===== src/rtl/riscv_uart_programmer.sv =====
// UART-side initiator for the memories' upg write port: receives 8N1 frames,
// issues one-cycle word writes and answers each frame with ACK/NAK on tx.
module riscv_uart_programmer #(
  parameter int CLK_FREQ       = 10000000,
  parameter int BAUD           = 115200,
  parameter int TIMEOUT_CYCLES = 1000000
) (
  input  logic        clk,
  input  logic        rst,
  input  logic        rx,
  output logic        tx,
  output logic        upg_rst_o,
  output logic        upg_wen_o,
  output logic [13:0] upg_adr_o,
  output logic [31:0] upg_dat_o,
  output logic        upg_done_o,
  output logic [2:0]  dbg_state_o
);

  localparam int          DIV     = CLK_FREQ / BAUD;
  localparam logic [15:0] DIV_M1  = 16'(DIV - 1);
  localparam logic [15:0] HALF_M1 = 16'(DIV / 2 - 1);
  localparam logic [31:0] TMO_M1  = 32'(TIMEOUT_CYCLES - 1);

  localparam logic [1:0] R_IDLE = 2'd0, R_START = 2'd1, R_DATA = 2'd2, R_STOP = 2'd3;
  localparam logic [2:0] P_IDLE = 3'd0, P_ADR1 = 3'd1, P_ADR0 = 3'd2,
                         P_DAT  = 3'd3, P_CHK  = 3'd4, P_DONE = 3'd5;
  localparam logic [7:0] HDR = 8'hA5, DONE_CMD = 8'h5A, ACK = 8'h06, NAK = 8'h15;

  // Receiver
  logic        rx_s1_q, rx_s2_q, rx_prev_q;
  logic [1:0]  r_state_q;
  logic [15:0] r_cnt_q;
  logic [2:0]  r_bit_q;
  logic [7:0]  r_shift_q;
  logic        byte_valid_q, frame_err_q;

  always_ff @(posedge clk or negedge rst) begin
    if (!rst) begin
      rx_s1_q <= 1'b1; rx_s2_q <= 1'b1; rx_prev_q <= 1'b1;
      r_state_q <= R_IDLE; r_cnt_q <= '0; r_bit_q <= '0; r_shift_q <= '0;
      byte_valid_q <= 1'b0; frame_err_q <= 1'b0;
    end else begin
      rx_s1_q      <= rx;
      rx_s2_q      <= rx_s1_q;
      rx_prev_q    <= rx_s2_q;
      byte_valid_q <= 1'b0;
      frame_err_q  <= 1'b0;
      r_cnt_q      <= r_cnt_q + 16'd1;
      case (r_state_q)
        R_IDLE: begin
          r_cnt_q <= '0;
          if (rx_prev_q && !rx_s2_q) r_state_q <= R_START;
        end
        R_START: if (r_cnt_q == HALF_M1) begin
          r_cnt_q   <= '0;
          r_bit_q   <= '0;
          r_state_q <= rx_s2_q ? R_IDLE : R_DATA;
        end
        R_DATA: if (r_cnt_q == DIV_M1) begin
          r_cnt_q   <= '0;
          r_shift_q <= {rx_s2_q, r_shift_q[7:1]};
          r_bit_q   <= r_bit_q + 3'd1;
          if (r_bit_q == 3'd7) r_state_q <= R_STOP;
        end
        default: if (r_cnt_q == DIV_M1) begin
          byte_valid_q <= rx_s2_q;
          frame_err_q  <= !rx_s2_q;
          r_state_q    <= R_IDLE;
        end
      endcase
    end
  end

  // Frame parser
  logic [2:0]  p_state_q, p_state_d;
  logic [1:0]  byte_cnt_q, byte_cnt_d;
  logic [13:0] adr_q, adr_d, upg_adr_q, upg_adr_d;
  logic [31:0] dat_q, dat_d, upg_dat_q, upg_dat_d, tmo_q, tmo_d;
  logic [7:0]  chk_q, chk_d, resp_code_q, resp_code_d;
  logic        upg_rst_q, upg_rst_d, upg_wen_q, upg_wen_d, upg_done_q, upg_done_d;
  logic        resp_req_q, resp_req_d, in_frame;

  assign in_frame = (p_state_q != P_IDLE) && (p_state_q != P_DONE);

  always_comb begin
    p_state_d = p_state_q; byte_cnt_d = byte_cnt_q; adr_d = adr_q; dat_d = dat_q;
    chk_d = chk_q; upg_adr_d = upg_adr_q; upg_dat_d = upg_dat_q; upg_rst_d = upg_rst_q;
    upg_done_d = upg_done_q; resp_code_d = resp_code_q;
    upg_wen_d = 1'b0; resp_req_d = 1'b0;
    tmo_d = (in_frame && !byte_valid_q) ? tmo_q + 32'd1 : 32'd0;
    if (frame_err_q && p_state_q != P_DONE) begin
      p_state_d = P_IDLE;
    end else if (byte_valid_q) begin
      case (p_state_q)
        P_IDLE: if (r_shift_q == HDR) begin
          upg_rst_d = 1'b0; chk_d = '0; p_state_d = P_ADR1;
        end else if (r_shift_q == DONE_CMD) begin
          upg_done_d = 1'b1; upg_rst_d = 1'b1;
          resp_req_d = 1'b1; resp_code_d = ACK; p_state_d = P_DONE;
        end
        P_ADR1: begin
          adr_d[13:8] = r_shift_q[5:0]; chk_d = chk_q ^ r_shift_q; p_state_d = P_ADR0;
        end
        P_ADR0: begin
          adr_d[7:0] = r_shift_q; chk_d = chk_q ^ r_shift_q;
          byte_cnt_d = '0; p_state_d = P_DAT;
        end
        P_DAT: begin
          // Little-endian: D3 ends up in the top byte after four shifts.
          dat_d = {r_shift_q, dat_q[31:8]}; chk_d = chk_q ^ r_shift_q;
          byte_cnt_d = byte_cnt_q + 2'd1;
          if (byte_cnt_q == 2'd3) p_state_d = P_CHK;
        end
        P_CHK: begin
          resp_req_d = 1'b1; p_state_d = P_IDLE;
          if (r_shift_q == chk_q) begin
            upg_adr_d = adr_q; upg_dat_d = dat_q; upg_wen_d = 1'b1; resp_code_d = ACK;
          end else begin
            resp_code_d = NAK;
          end
        end
        P_DONE: ;
        default: p_state_d = P_IDLE;
      endcase
    end else if (in_frame && tmo_q == TMO_M1) begin
      p_state_d = P_IDLE;
    end
  end

  always_ff @(posedge clk or negedge rst) begin
    if (!rst) begin
      p_state_q <= P_IDLE; byte_cnt_q <= '0; adr_q <= '0; dat_q <= '0; chk_q <= '0;
      tmo_q <= '0; upg_adr_q <= '0; upg_dat_q <= '0; upg_rst_q <= 1'b1;
      upg_wen_q <= 1'b0; upg_done_q <= 1'b0; resp_req_q <= 1'b0; resp_code_q <= '0;
    end else begin
      p_state_q <= p_state_d; byte_cnt_q <= byte_cnt_d; adr_q <= adr_d; dat_q <= dat_d;
      chk_q <= chk_d; tmo_q <= tmo_d; upg_adr_q <= upg_adr_d; upg_dat_q <= upg_dat_d;
      upg_rst_q <= upg_rst_d; upg_wen_q <= upg_wen_d; upg_done_q <= upg_done_d;
      resp_req_q <= resp_req_d; resp_code_q <= resp_code_d;
    end
  end

  // Transmitter with a one-entry pending slot; a new request overwrites it.
  logic        pend_q, t_busy_q, tx_q;
  logic [7:0]  pend_byte_q;
  logic [8:0]  t_shift_q;
  logic [3:0]  t_bits_q;
  logic [15:0] t_cnt_q;

  always_ff @(posedge clk or negedge rst) begin
    if (!rst) begin
      pend_q <= 1'b0; pend_byte_q <= '0; t_busy_q <= 1'b0; tx_q <= 1'b1;
      t_shift_q <= '0; t_bits_q <= '0; t_cnt_q <= '0;
    end else begin
      if (resp_req_q) begin
        pend_q <= 1'b1; pend_byte_q <= resp_code_q;
      end else if (!t_busy_q && pend_q) begin
        pend_q <= 1'b0;
      end
      if (!t_busy_q) begin
        if (pend_q) begin
          t_busy_q <= 1'b1; tx_q <= 1'b0; t_shift_q <= {1'b1, pend_byte_q};
          t_bits_q <= 4'd9; t_cnt_q <= '0;
        end
      end else if (t_cnt_q == DIV_M1) begin
        t_cnt_q <= '0;
        if (t_bits_q == 4'd0) begin
          t_busy_q <= 1'b0; tx_q <= 1'b1;
        end else begin
          tx_q <= t_shift_q[0]; t_shift_q <= {1'b0, t_shift_q[8:1]};
          t_bits_q <= t_bits_q - 4'd1;
        end
      end else begin
        t_cnt_q <= t_cnt_q + 16'd1;
      end
    end
  end

  assign tx          = tx_q;
  assign upg_rst_o   = upg_rst_q;
  assign upg_wen_o   = upg_wen_q;
  assign upg_adr_o   = upg_adr_q;
  assign upg_dat_o   = upg_dat_q;
  assign upg_done_o  = upg_done_q;
  assign dbg_state_o = p_state_q;

endmodule


===== config.mk =====
export PLATFORM = sky130hd
export DESIGN_NAME = riscv_uart_programmer
export DESIGN_NICKNAME = d
export VERILOG_FILES = /design/src/rtl/riscv_uart_programmer.sv
export SDC_FILE = /design/constraint.sdc
export NUM_CORES = 1
export LEC_CHECK = 0
export CORE_MARGIN = 5
export CORE_UTILIZATION = 45
export DETAILED_ROUTE_END_ITERATION = 16
export PLACE_DENSITY_LB_ADDON = 0.1
export SLEW_MARGIN = 10
export SYNTH_ARGS = -nofsm -noshare
export SYNTH_HDL_FRONTEND = slang
export SYNTH_SLANG_ARGS = --single-unit

===== constraint.sdc =====
create_clock -name clk -period 1.9 [get_ports clk]
set_input_delay 0.285 -clock clk [delete_from_list [all_inputs] [get_ports clk]]
set_output_delay 0.285 -clock clk [all_outputs]
set_load 0.005 [all_outputs]

-- Word level (Yosys, flattened, before mapping)
Index checks and enable logic that the tools add are counted.
- bits in registers: 223
- input bits: 3
- output and inout port bits: 53
- logic and storage cells: 171
- add/sub/neg operators: 6
- equality and inequality tests: 29
- multiplexer cells: 64
- bitwise gates (word level): 3
- reductions and logical operators: 39
- operators with widths (cell ; count):
    16-bit two-way mux ; 5
    16-bit case mux with 3 select lines ; 1
    9-bit two-way mux ; 4
    16-bit by 1-bit adder with 16-bit output (second input constant) ; 2
    32-bit by 1-bit adder with 32-bit output (second input constant) ; 1
    16-bit by 7-bit equality test with 1-bit output (second input constant) ; 2
    32-bit by 20-bit equality test with 1-bit output (second input constant) ; 1
    32-bit two-way mux ; 1
    8-bit case mux with 2 select lines ; 2
    1-bit two-way mux ; 24
    3-bit two-way mux ; 8
    8-bit two-way mux ; 3
    3-bit AND reduction ; 6
    16-bit by 6-bit equality test with 1-bit output (second input constant) ; 1
    4-bit two-way mux ; 4
    2-bit != test (second input constant) ; 8
    4-bit AND reduction ; 4
    3-bit case mux with 5 select lines ; 1
    5-bit AND reduction ; 3
    2-bit nonzero test ; 7
    2-bit two-way mux ; 6
    3-bit equality test (second input constant) ; 3
    3-bit nonzero test ; 3
    8-bit by 7-bit equality test with 1-bit output (second input constant) ; 1
    other kinds (27) ; 40

-- Logic depth before layout (Yosys ltp)
- depth in word-level cells: 6
- depth in mapped cells: 8
- depth with buffers taken out: 6

-- Worst setup path after synthesis
No wires, ideal clock.
- path kind: register -> register
- from: register r_cnt_q[10]
- to: register r_shift_q[0]
- setup time: 125 ps
- arrival time: 1905 ps
- required time: 1775 ps
- slack: -130 ps
- stages on the path, launching flop included: 6
- path buffers: 1
- clock period less this slack: 2030 ps
- cells stage by stage: dfrtp_1 > nor4_1 > nand3_1 > nor4_2 > buf_2 > mux2_2
- word-level cells in the longest chain between the ends: 2
- ends and longest elaborated chain (element ; RTL line ; text):
    start, declared ; 33 ; logic [15:0] r_cnt_q;
    start signal, assigned ; 49 ; r_cnt_q <= r_cnt_q + 16'd1;
    16-bit by 7-bit equality test with 1-bit output ; 60 ; R_DATA: if (r_cnt_q == DIV_M1) begin
    2-bit AND reduction (no source line) ; n/a ;
    end signal, assigned ; 62 ; r_shift_q <= {rx_s2_q, r_shift_q[7:1]};
    end, declared ; 35 ; logic [7:0] r_shift_q;
Every way passes these cells.
A chain may end at the register's enable or synchronous reset.

-- Worst setup path after layout
- from: register tmo_q[0]
- to: register tmo_q[23]
- word-level cells in the longest chain between the ends: 2
- ends and longest elaborated chain (element ; RTL line ; text):
    start, declared ; 79 ; logic [31:0] dat_q, dat_d, upg_dat_q, upg_dat_d, tmo_q, tmo_d;
    start signal, assigned ; 138 ; chk_q <= chk_d; tmo_q <= tmo_d; upg_adr_q <= upg_adr_d; upg_dat_q <= upg_dat_d;
    32-bit by 1-bit adder with 32-bit output ; 91 ; tmo_d = (in_frame && !byte_valid_q) ? tmo_q + 32'd1 : 32'd0;
    32-bit two-way mux ; 91 ;
    via tmo_d[23] ; 79 ;
The timed path passes the listed nets, and every way through them passes these cells.

==> impl_metrics.env <==
export IMPL_fin_area_mm2=0.01284
export IMPL_slew_viol_final=0
export IMPL_drt_initial_drc_count=375
export IMPL_cts_tree="yes"
export IMPL_clk_latency_ns=0.53
export IMPL_synthTopCellsByArea="dfrtp_1 (53%), mux2_2 (12%), nand2_1 (2.4%)"
export IMPL_static_leakage_power_nw=5.705
export IMPL_slew_headroom_pct=66.63
export IMPL_grt_pass1_wl_um=38630
export IMPL_regArea_mm2=0.005346
export IMPL_violations="setup timing"
export IMPL_fin_worst_skew_ns=0.01774
export IMPL_grt_ovfl_total=0
export IMPL_diodes=0
export IMPL_final_core_util_pct=59.41
export IMPL_min_period_ns=1.932
export IMPL_multi_input_area_mm2=0.004501
export IMPL_clk_pin_slew_ns=0.06
export IMPL_setup_ws_ns=-0.03215
export IMPL_cts_buffers=24
export IMPL_dieArea_mm2=0.02487
export IMPL_drive_gt1_share_pct=33.24
export IMPL_ios=56
export IMPL_gp_routability_congestion=0.8560
export IMPL_crit_arrival_ns=2.38
export IMPL_grt_max_degree=53
export IMPL_core_area_mm2=0.02162
export IMPL_synth_area_per_cell_um2=11.35
export IMPL_worst_slew_pin_slew_ns=0.4976
export IMPL_max_freq_mhz=517.6
export IMPL_dr_pass1_iters=4
export IMPL_fin_crit_sh_pct=101.7
export IMPL_yosysMostFrequentCell="dfrtp_1"
export IMPL_total_power_w=0.01002
export IMPL_synth_seq_area_share_pct=54.37
export IMPL_fill_cells=1786
export IMPL_rrSetupSlack_ns=-0.03
export IMPL_timing_rr_end="tmo_q[23]"
export IMPL_reg2reg_depth=5
export IMPL_post_drt_wl_per_cell_um=17.31
export IMPL_grt_antenna_before_repair=0
export IMPL_slowest_delay_ns=0.52
export IMPL_grt_pass1_vias=7866
export IMPL_dpl_instance_area_mm2=0.01143
export IMPL_drc=0
export IMPL_endpoint_kind="register"
export IMPL_cts_sinks=213
export IMPL_rsz0062_at_grt="true"
export IMPL_place_ws_ns=-0.05009
export IMPL_via_count=7439
export IMPL_yosysWarnings=0
export IMPL_cts_path_max_buffers=3
export IMPL_crit_path_start="tmo_q[0]"
export IMPL_ys_ff_latch=213
export IMPL_die_w_um=157.7
export IMPL_critPathMaxFanout=10
export IMPL_irDropWorstVdd_mv=0.6562
export IMPL_synth_main_ff_cell="dfrtp_1"
export IMPL_r2r_start="tmo_q[0]"
export IMPL_nets=1042
export IMPL_fin_cells=1327
export IMPL_rows=54
export IMPL_async_flop_share_pct=100.0
export IMPL_endpoint="tmo_q[23]"
export IMPL_synthDistinctLibCells=66
export IMPL_setup_viol=5
export IMPL_path_cells="buf_4 -> nand4_1 -> or4_4 -> or4_4 -> a21oi_2"
export IMPL_yosysTopAreaCell="dfrtp_1"
export IMPL_worstHoldPathType="in2reg"
export IMPL_dp_hpwl_um=15160
export IMPL_synth_fp_nets=878
export IMPL_cellPowerDensity_mw_per_mm2=780.3
export IMPL_synth_cells=865
export IMPL_start_util_pct=45.40
export IMPL_drt_wl_total_um=22970
export IMPL_crit_path_start_kind="register"
export IMPL_status="finished, violations left"
export IMPL_dp_cells=1258
export IMPL_io_buffers=55
export IMPL_syn_area_mm2=0.009816
export IMPL_finalHoldViolCount=0
export IMPL_syn_to_final_growth_pct=30.86
export IMPL_h_tree_depth=1
export IMPL_cp_required_ns=2.35
export IMPL_die_h_um=157.7
export IMPL_crit_top_cell="or4_4"
export IMPL_synth_top_cell_area_share_pct=53.03
export IMPL_cpMaxStageDelayCell="or4_4"
export IMPL_cap_violations=0
export IMPL_clock_root_buffer="clkbuf_16"
export IMPL_synth_commonest_cells="dfrtp_1 (208), mux2_2 (105), nand2_1 (62), nand3_1 (40), clkbuf_1 (35)"
export IMPL_viasPerCell=5.606
export IMPL_crit_type="reg2reg"
export IMPL_synth_edff_count=0
export IMPL_grt_use_total_pct=18.50
export IMPL_ant_nets=0
[how the worst min path moves through the flow]
stage	start	slack, ns	cells after the start	endpoint
after floorplan	rst	-0.01	0	adr_q[0]
after global placement	rst	0.21	1	t_cnt_q[10]
after detailed placement	rst	0.21	1	t_cnt_q[10]
after CTS	rx	0.16	1	rx_s1_q
after global routing	rx	0.17	1	rx_s1_q
final	rx	0.18	1	rx_s1_q
[metrics by stage]
stage	setup TNS [ns]	hold slack, ns
CTS	-2.609	0.1553
global route	-3.517	0.1660
floorplan	0	-0.01059
global placement	-0.07385	0.2073
detailed placement	-1.655	0.2076
finish	-0.07864	0.1818
[where the power goes]
part           switching [W]  internal [W]
Clock                0.00197       0.00299
Sequential         0.0000636       0.00460
Combinational       0.000244      0.000166
[cell usage in the layout (no fill, tap or decap), drive strengths merged, types with 23 or more instances in the layout]
cell	instances
dfrtp	208
buf	126
mux2	105
nand2	62
clkdlybuf4s50	51
nand3	41
nor2	34
clkbuf	30
nor3	28
o21ai	25
inv	25
a21oi	23
[what timing repair did]
| item | CTS | global route |
|---|---|---|
| resized for setup | 18 | 54 |
| buffers inserted | 6 | 14 |
| hold endpoints to repair | 83 | 0 |
| pin swaps | 8 | 10 |
| hold buffers | 1 | 0 |
| endpoints found under the setup margin | 71 | 105 |
| gates cloned | 0 | 4 |
[per-layer routing]
metal / routed length (um) / global-route usage, % / up-vias / share of wire, %
met5: 0 / 0 / - / 0
met2: 11160 / 30.26 / 150 / 49
met1: 10570 / 25.62 / 3715 / 46
met3: 728 / 2.952 / 43 / 3.2
met4: 509 / 5.490 / 0 / 2.2
li1: - / - / 3531 / -
[cell type report]
cell class / count / area share (%)
inverter: 22 / 0.6429
timing repair buffer: 185 / 13.19
clock buffer: 26 / 4.890
clock inverter: 18 / 1.890
sequential: 213 / 41.62
multi-input combinational: 583 / 35.04
tap: 280 / 2.727
[worst max-delay path, delay by kind of cell, from the launching register on]
family	cells	cell delay, ns
buf+inv	1	0.14
compound gates	1	0.15
flops	1	0.38
simple gates	3	1.17
[cells by family (layout without fill, tap and decap cells)]
| family | after synthesis | in the layout | share of synthesized area [%] |
|---|---|---|---|
| AND/OR/NAND/NOR | 294 | 294 | 16.78 |
| flip-flops | 213 | 213 | 54.37 |
| AO/OA/AOI/OAI | 136 | 136 | 9.242 |
| multiplexers | 111 | 111 | 12.66 |
| buffers and inverters | 69 | 251 | 2.830 |
| XOR/XNOR | 32 | 32 | 2.855 |
| adder cells (fa/ha/maj) | 10 | 10 | 1.275 |
[registers in the layout, indices dropped and copies added (netlist names), 2 cells and up]
register,count
adr_q,14
byte_cnt_q,2
chk_q,8
dat_q,32
dbg_state_o,3
pend_byte_q,3
r_bit_q,3
r_cnt_q,16
r_shift_q,8
r_state_q,2
resp_code_q,3
t_bits_q,4
t_cnt_q,16
t_shift_q,9
tmo_q,32
upg_adr_o,14
upg_dat_o,32
Power figures use the tool's default switching activity.
